File: config.mk
export PLATFORM = sky130hd
export DESIGN_NAME = tflip_bank_sequencer
export DESIGN_NICKNAME = d
export VERILOG_FILES = /design/src/rtl/tflip_bank_sequencer.sv
export SDC_FILE = /design/constraint.sdc
export NUM_CORES = 1
export LEC_CHECK = 0
export BUFFER_PORTS_ARGS = -buffer_cell sky130_fd_sc_hd__buf_2
export CORE_ASPECT_RATIO = 1.4
export CORE_UTILIZATION = 56
export CTS_CLUSTER_SIZE = 20
export DETAILED_ROUTE_END_ITERATION = 7
export GPL_TIMING_DRIVEN = 0
export HOLD_SLACK_MARGIN = 0.12
export PLACE_DENSITY = 0.87
export SLEW_MARGIN = 10
export SYNTH_ARGS = -nofsm -noshare
export SYNTH_HDL_FRONTEND = slang
export SYNTH_HIERARCHICAL = 1
export SYNTH_SLANG_ARGS = --single-unit
File: constraint.sdc
create_clock -name Clk -period 2.1 [get_ports Clk]
set_input_delay 0.315 -clock Clk [delete_from_list [all_inputs] [get_ports Clk]]
set_output_delay 0.315 -clock Clk [all_outputs]
set_load 0.005 [all_outputs]
File: src/rtl/tflip_bank_sequencer.sv
// Command sequencer driving a bank of T flip-flop cells: count up/down, load
// and clear are realised purely as per-cell toggle enables.

module tflip_cell (
    input  logic Clk,
    input  logic clr,
    input  logic t,
    output logic q
);
    always_ff @(posedge Clk) begin
        if (clr)
            q <= 1'b0;
        else if (t)
            q <= ~q;
    end
endmodule

module tflip_bank_sequencer #(
    parameter int WIDTH = 4,
    parameter int CW    = 8
) (
    input  logic             Clk,
    input  logic             reset,
    input  logic             cmd_valid,
    output logic             cmd_ready,
    input  logic [1:0]       cmd_op,
    input  logic [CW-1:0]    cmd_count,
    input  logic [WIDTH-1:0] cmd_data,
    output logic [WIDTH-1:0] t_en,
    output logic [WIDTH-1:0] q,
    output logic             busy,
    output logic             done,
    output logic             wrap
);
    typedef enum logic [1:0] {IDLE, RUN, FINISH} state_t;
    typedef enum logic [1:0] {OP_UP, OP_DOWN, OP_LOAD, OP_CLEAR} op_t;

    state_t           state;
    op_t              op;
    logic [CW-1:0]    remaining;
    logic [WIDTH-1:0] data_r;
    logic             ready_r;
    logic             done_r;
    logic             wrap_r;
    logic             clear;
    logic             chain;

    assign clear     = ~reset;
    assign cmd_ready = ready_r;
    assign busy      = ~ready_r;
    assign done      = done_r;
    assign wrap      = wrap_r;

    // Up toggles bit i when all lower bits are 1; down when all lower bits are 0.
    always_comb begin
        t_en  = '0;
        chain = 1'b1;
        if (state == RUN) begin
            case (op)
                OP_UP: begin
                    for (int unsigned i = 0; i < WIDTH; i++) begin
                        t_en[i] = chain;
                        chain   = chain & q[i];
                    end
                end
                OP_DOWN: begin
                    for (int unsigned i = 0; i < WIDTH; i++) begin
                        t_en[i] = chain;
                        chain   = chain & ~q[i];
                    end
                end
                OP_LOAD:  t_en = q ^ data_r;
                OP_CLEAR: t_en = q;
                default:  t_en = '0;
            endcase
        end
    end

    always_ff @(posedge Clk) begin
        if (!reset) begin
            state     <= IDLE;
            op        <= OP_UP;
            remaining <= '0;
            data_r    <= '0;
            ready_r   <= 1'b1;
            done_r    <= 1'b0;
            wrap_r    <= 1'b0;
        end else begin
            case (state)
                IDLE: begin
                    if (cmd_valid) begin
                        op        <= op_t'(cmd_op);
                        remaining <= cmd_count;
                        data_r    <= cmd_data;
                        wrap_r    <= 1'b0;
                        ready_r   <= 1'b0;
                        if (!cmd_op[1] && cmd_count == '0) begin
                            state  <= FINISH;
                            done_r <= 1'b1;
                        end else begin
                            state <= RUN;
                        end
                    end
                end
                RUN: begin
                    if (op == OP_UP || op == OP_DOWN) begin
                        if ((op == OP_UP && &q) || (op == OP_DOWN && ~|q))
                            wrap_r <= 1'b1;
                        remaining <= remaining - 1'b1;
                        if (remaining == CW'(1)) begin
                            state  <= FINISH;
                            done_r <= 1'b1;
                        end
                    end else begin
                        state  <= FINISH;
                        done_r <= 1'b1;
                    end
                end
                FINISH: begin
                    state   <= IDLE;
                    done_r  <= 1'b0;
                    ready_r <= 1'b1;
                end
                default: begin
                    state   <= IDLE;
                    done_r  <= 1'b0;
                    ready_r <= 1'b1;
                end
            endcase
        end
    end

    for (genvar i = 0; i < WIDTH; i++) begin : g_bank
        tflip_cell u_cell (
            .Clk (Clk),
            .clr (clear),
            .t   (t_en[i]),
            .q   (q[i])
        );
    end
endmodule

Word level (Yosys, flattened, before mapping)
Index checks and enable logic that the tools add are counted.
Cells by class
  reductions and logical operators: 19
  equality and inequality tests: 10
  muxes and demuxes: 20
  add/subtract/negate cells: 1
  bitwise operators: 11
Operator list (number)
  $mux W8: 2
  $pmux W4 S4: 1
  $pmux W8 S2: 1
  $eq A8 B1 Y1 const B: 1
  $logic_not A8 Y1: 1
  $mux W2: 4
  $reduce_and A4 Y1: 2
  $sub A8 B1 Y8 const B: 1
  $mux W1: 7
  $not A1 Y1: 6
  $pmux W1 S2: 3
  $reduce_and A2 Y1: 3
  $reduce_and A3 Y1: 2
  $and A1 B1 Y1: 4
  $eq A2 B1 Y1 const B: 2
  $eq A2 B2 Y1 const B: 2
  $logic_not A2 Y1: 2
  $mux W4: 1
  $ne A2 B1 Y1 const B: 2
  $ne A2 B2 Y1 const B: 2
  $pmux W2 S2: 1
  $reduce_or A4 Y1: 1
  $xor A4 B4 Y4: 1
  $logic_and A1 B1 Y1: 3
  other kinds (4): 6
Storage, ports and cells
  output and inout bits: 12
  flip-flop bits (word level): 23
  bits of input ports: 17
  word-level logic and storage cells: 72

Logic depth before layout (Yosys ltp)
  word-level depth: 7
  mapped depth: 7
  depth with buffers taken out: 6

Modules after synthesis
Netlist, hierarchy kept.
By module, submodules not included
  tflip_bank_sequencer: area each 1138.6 um2, cells an instance 148, seq. area each 380.4 um2, instances 1
  tflip_cell: area each 32.5 um2, cells an instance 3, seq. area each 20.0 um2, instances 4

Worst setup path after synthesis
No wires, ideal clock.
  path kind: flip-flop to output port
  start point: register g_bank[0].u_cell.q
  end point: output t_en[3]
  setup slack: 647 ps
  cell stages (with the launch flop): 4
  data arrival time: 1138 ps
  buffers on the path: 0
  cells stage by stage: dfxtp_1 -> or4b_1 -> nand2_1 -> o211a_1
Between the ends
  cells in the longest elaborated chain, start to end: 5
RTL lines
  from (decl): line 8  | output logic q
  from (signal assigned): line 14  | q <= ~q;
  $not A1 Y1: line 69  | chain = chain & ~q[i];
  $and A1 B1 Y1 (2 in a row): line 69
  $pmux W4 S4 *: line 59  | case (op)
  $mux W4 *: line 58  | if (state == RUN) begin
  to (decl): line 29  | output logic [WIDTH-1:0] t_en,
Mark *: on every way between the ends. The rest lies on a longest branch, timed or not.

Final worst setup path
Same ends and word-level chain as after synthesis.

==> metrics.txt <==
FMAX 0.507 GHz; core area 0.00215 mm²; Starting Density 0.590; RePlAce Congestion 0.891; postcts setup bufs 0; area leader, netlist dfxtp_1; Cell Area, Synth 0.00127 mm²; H-Tree Depth 1; # diodes 0; DRC errors left 0; DRT iter0 DRCs 62; Clock Tree Buf Depth 2; DP Area 0.00144 mm²; Critical Path End t_en[3]; reg2reg end g_bank[3].u_cell/q$_SDFFE_PP0P_; post-synthesis compound-gate area fraction 0.258; Post-Syn Instances 160; Worst EP required 1780 ps; mux cell area share after synthesis 0.00789; Synth Area in Simple Gates 0.238; Primary FF master, synth dfxtp_1; Crit Path Class register to output pin; number of flops mapped to enable cells by yosys 0; Leak 0.641 nW; Placement Rows 20; drt first pass iters 4; Cell variety after synth 42; relative slew slack 0.605; Ys Warns 6; Final Cycle Share 0.940; Syn Area/Cell 7.93 µm²; Worst-path clk slew 140 ps; Worst Path Max Fanout 8; Num CTS Buffers 3; first-pass GRT wire length 5.09 mm; Overflow after GRT 0; Peak VDD IR 0.000577 V; Synth area leaders dfxtp_1, a21oi_1, xnor2_1; Fin Setup TNS 0 ps; share of cells above drive strength 1 0.234; Max-Cap Viols 0; Synth Area in Adders 0.0197; Die W 42.2 µm; beginning of the critical path g_bank[0].u_cell/q$_SDFFE_PP0P_; initial antenna violation count 0; CTS tree yes; critical-path cell list or4b_1 -> nand2_1 -> o211a_1 -> buf_2; most common library cells after synthesis dfxtp_1, nand2_1, nor2_1; #FFs+latches synth 23; worst clock skew 10.4 ps; Worst Hold Class input pin to register; min-delay src reset; post-route minimum period 1970 ps; post_cts resized 0; critical path's largest stage delay 550 ps; sequential fraction of the synthesis area 0.363; launching point of the worst reg2reg path g_bank[0].u_cell/q$_SDFFE_PP0P_; count leader, synth dfxtp_1; number of global-route vias before repair 1212; status finished, final reports clean; Nets 212; largest net degree at the start of global routing 15; Num Clock Sinks 23; RSZ-0062 raised after global routing no; DR vias/cell 6.00; FFs w/ async S/R, synth 0; worst reg-to-reg setup slack 570 ps; endpoints failing setup 0; Critical Path Start Type register; Synth Net Count 179; CP arrival 1660 ps; Final Hold Viols 0; post-DP HPWL 2.33 mm; Post-Synth XOR/XNOR Area 0.0621; cell with the largest stage delay on the worst path or4b_1; Port Buffers 28; vias 1284; Slew @ Worst Pin 593 ps; post-route cell area 0.00148 mm²; Worst-Skew Late Latency 320 ps; area grow syn2layout 16.5%; largest family of logic cells by synthesized area compound AO/OA/AOI/OAI gates; I/O pin count 29; CTS root buffer clkbuf_4; Power Density 711 mW/mm²; Antenna Nets Post-Route 0; CP Capture Type output pin; cells on worst reg2reg path 5; drt wl/cell 14.7 µm; Die Area 0.00246 mm²; GRT Overall Usage 0.266; Hold-fix buffers, CTS 0; die height 58.3 µm; Yosys top cell area share 0.363; Final Max Slew Viols 0; Post-Route WL 3.14 mm
[per-stage QoR]
stage	worst slack, ps	std cells	power, W	hold slack [ps]	utilization
3_5_place_dp	393	210	0.000831	469	0.667
4_1_cts	8.33	214	0.00104	198	0.681
5_1_grt	32.6	214	0.00112	187	0.687
2_1_floorplan	647	160	0.000735	377	-
6_report	126	214	0.00105	205	0.687
3_3_place_gp	463	210	0.000809	459	0.667
[flip-flops by register name, summed over array words and instances (netlist names)]
| signal | flops |
|---|---|
| remaining | 8 |
| g_bank.u_cell/q | 4 |
| state | 2 |
| op | 2 |
| done | 1 |
| wrap | 1 |
| cmd_ready | 1 |
| data_r | 4 |
[worst max-delay path: cells and delay by family (launching register included)]
family	cells	cell delay [ps]
simple gates	2	630
flops	1	430
compound gates	1	160
buf+inv	1	110
[routing by layer]
layer  up-vias  wire [µm]  share of wire  track usage
li1        634          -              -            -
met1       605       1300           0.41        0.329
met5         -          0              0            0
met3         9        135          0.043       0.0368
met2        36       1620           0.52        0.446
met4         0         78          0.025        0.143
[final cells by class]
cell class                      count  area, µm²
Buffer                              8       42.5
Inverter                            6       22.5
Fill cell                         185        674
Clock buffer                        3       22.5
Clock inverter                      1       7.51
Multi-Input combinational cell    123        753
Timing Repair Buffer               28        140
Sequential cell                    23        462
Tap cell                           22       27.5
[cells by family after synthesis]
family | count (synthesis)
mux | 1
xor+xnor | 9
flops | 23
simple gates | 60
buf+inv | 14
fa+ha+maj | 2
compound gates | 51
[layout by cell type, fill, tap and decap left out, drive strengths merged, types with 2 or more instances in the layout]
cell type,instances
o31a,2
a31oi,2
xnor2,8
a21oi,16
nor2,19
a21o,3
nand2,18
dfxtp,23
o21ai,13
nor2b,5
clkbuf,7
buf,32
nor3,4
nand4b,2
inv,6
a211oi,7
ha,2
nand2b,3
[worst min-delay path by stage]
stage	end	slack [ps]	cells past startpoint
global route	cmd_ready$_SDFFE_PN1P_	190	2
floorplan	cmd_ready$_SDFFE_PN1P_	380	1
CTS	cmd_ready$_SDFFE_PN1P_	200	2
detailed placement	data_r[3]$_SDFFE_PN0P_	470	2
finish	cmd_ready$_SDFFE_PN1P_	200	2
global placement	data_r[3]$_SDFFE_PN0P_	460	2
[report_power, final]
part / total (W) / leakage [nW] / internal, W / switching [W]
Clock: 0.000219 / 0.0139 / 0.0000728 / 0.000146
Sequential: 0.000525 / 0.189 / 0.000478 / 0.0000467
Combinational: 0.000306 / 0.438 / 0.000134 / 0.000173
Power figures use the tool's default switching activity.
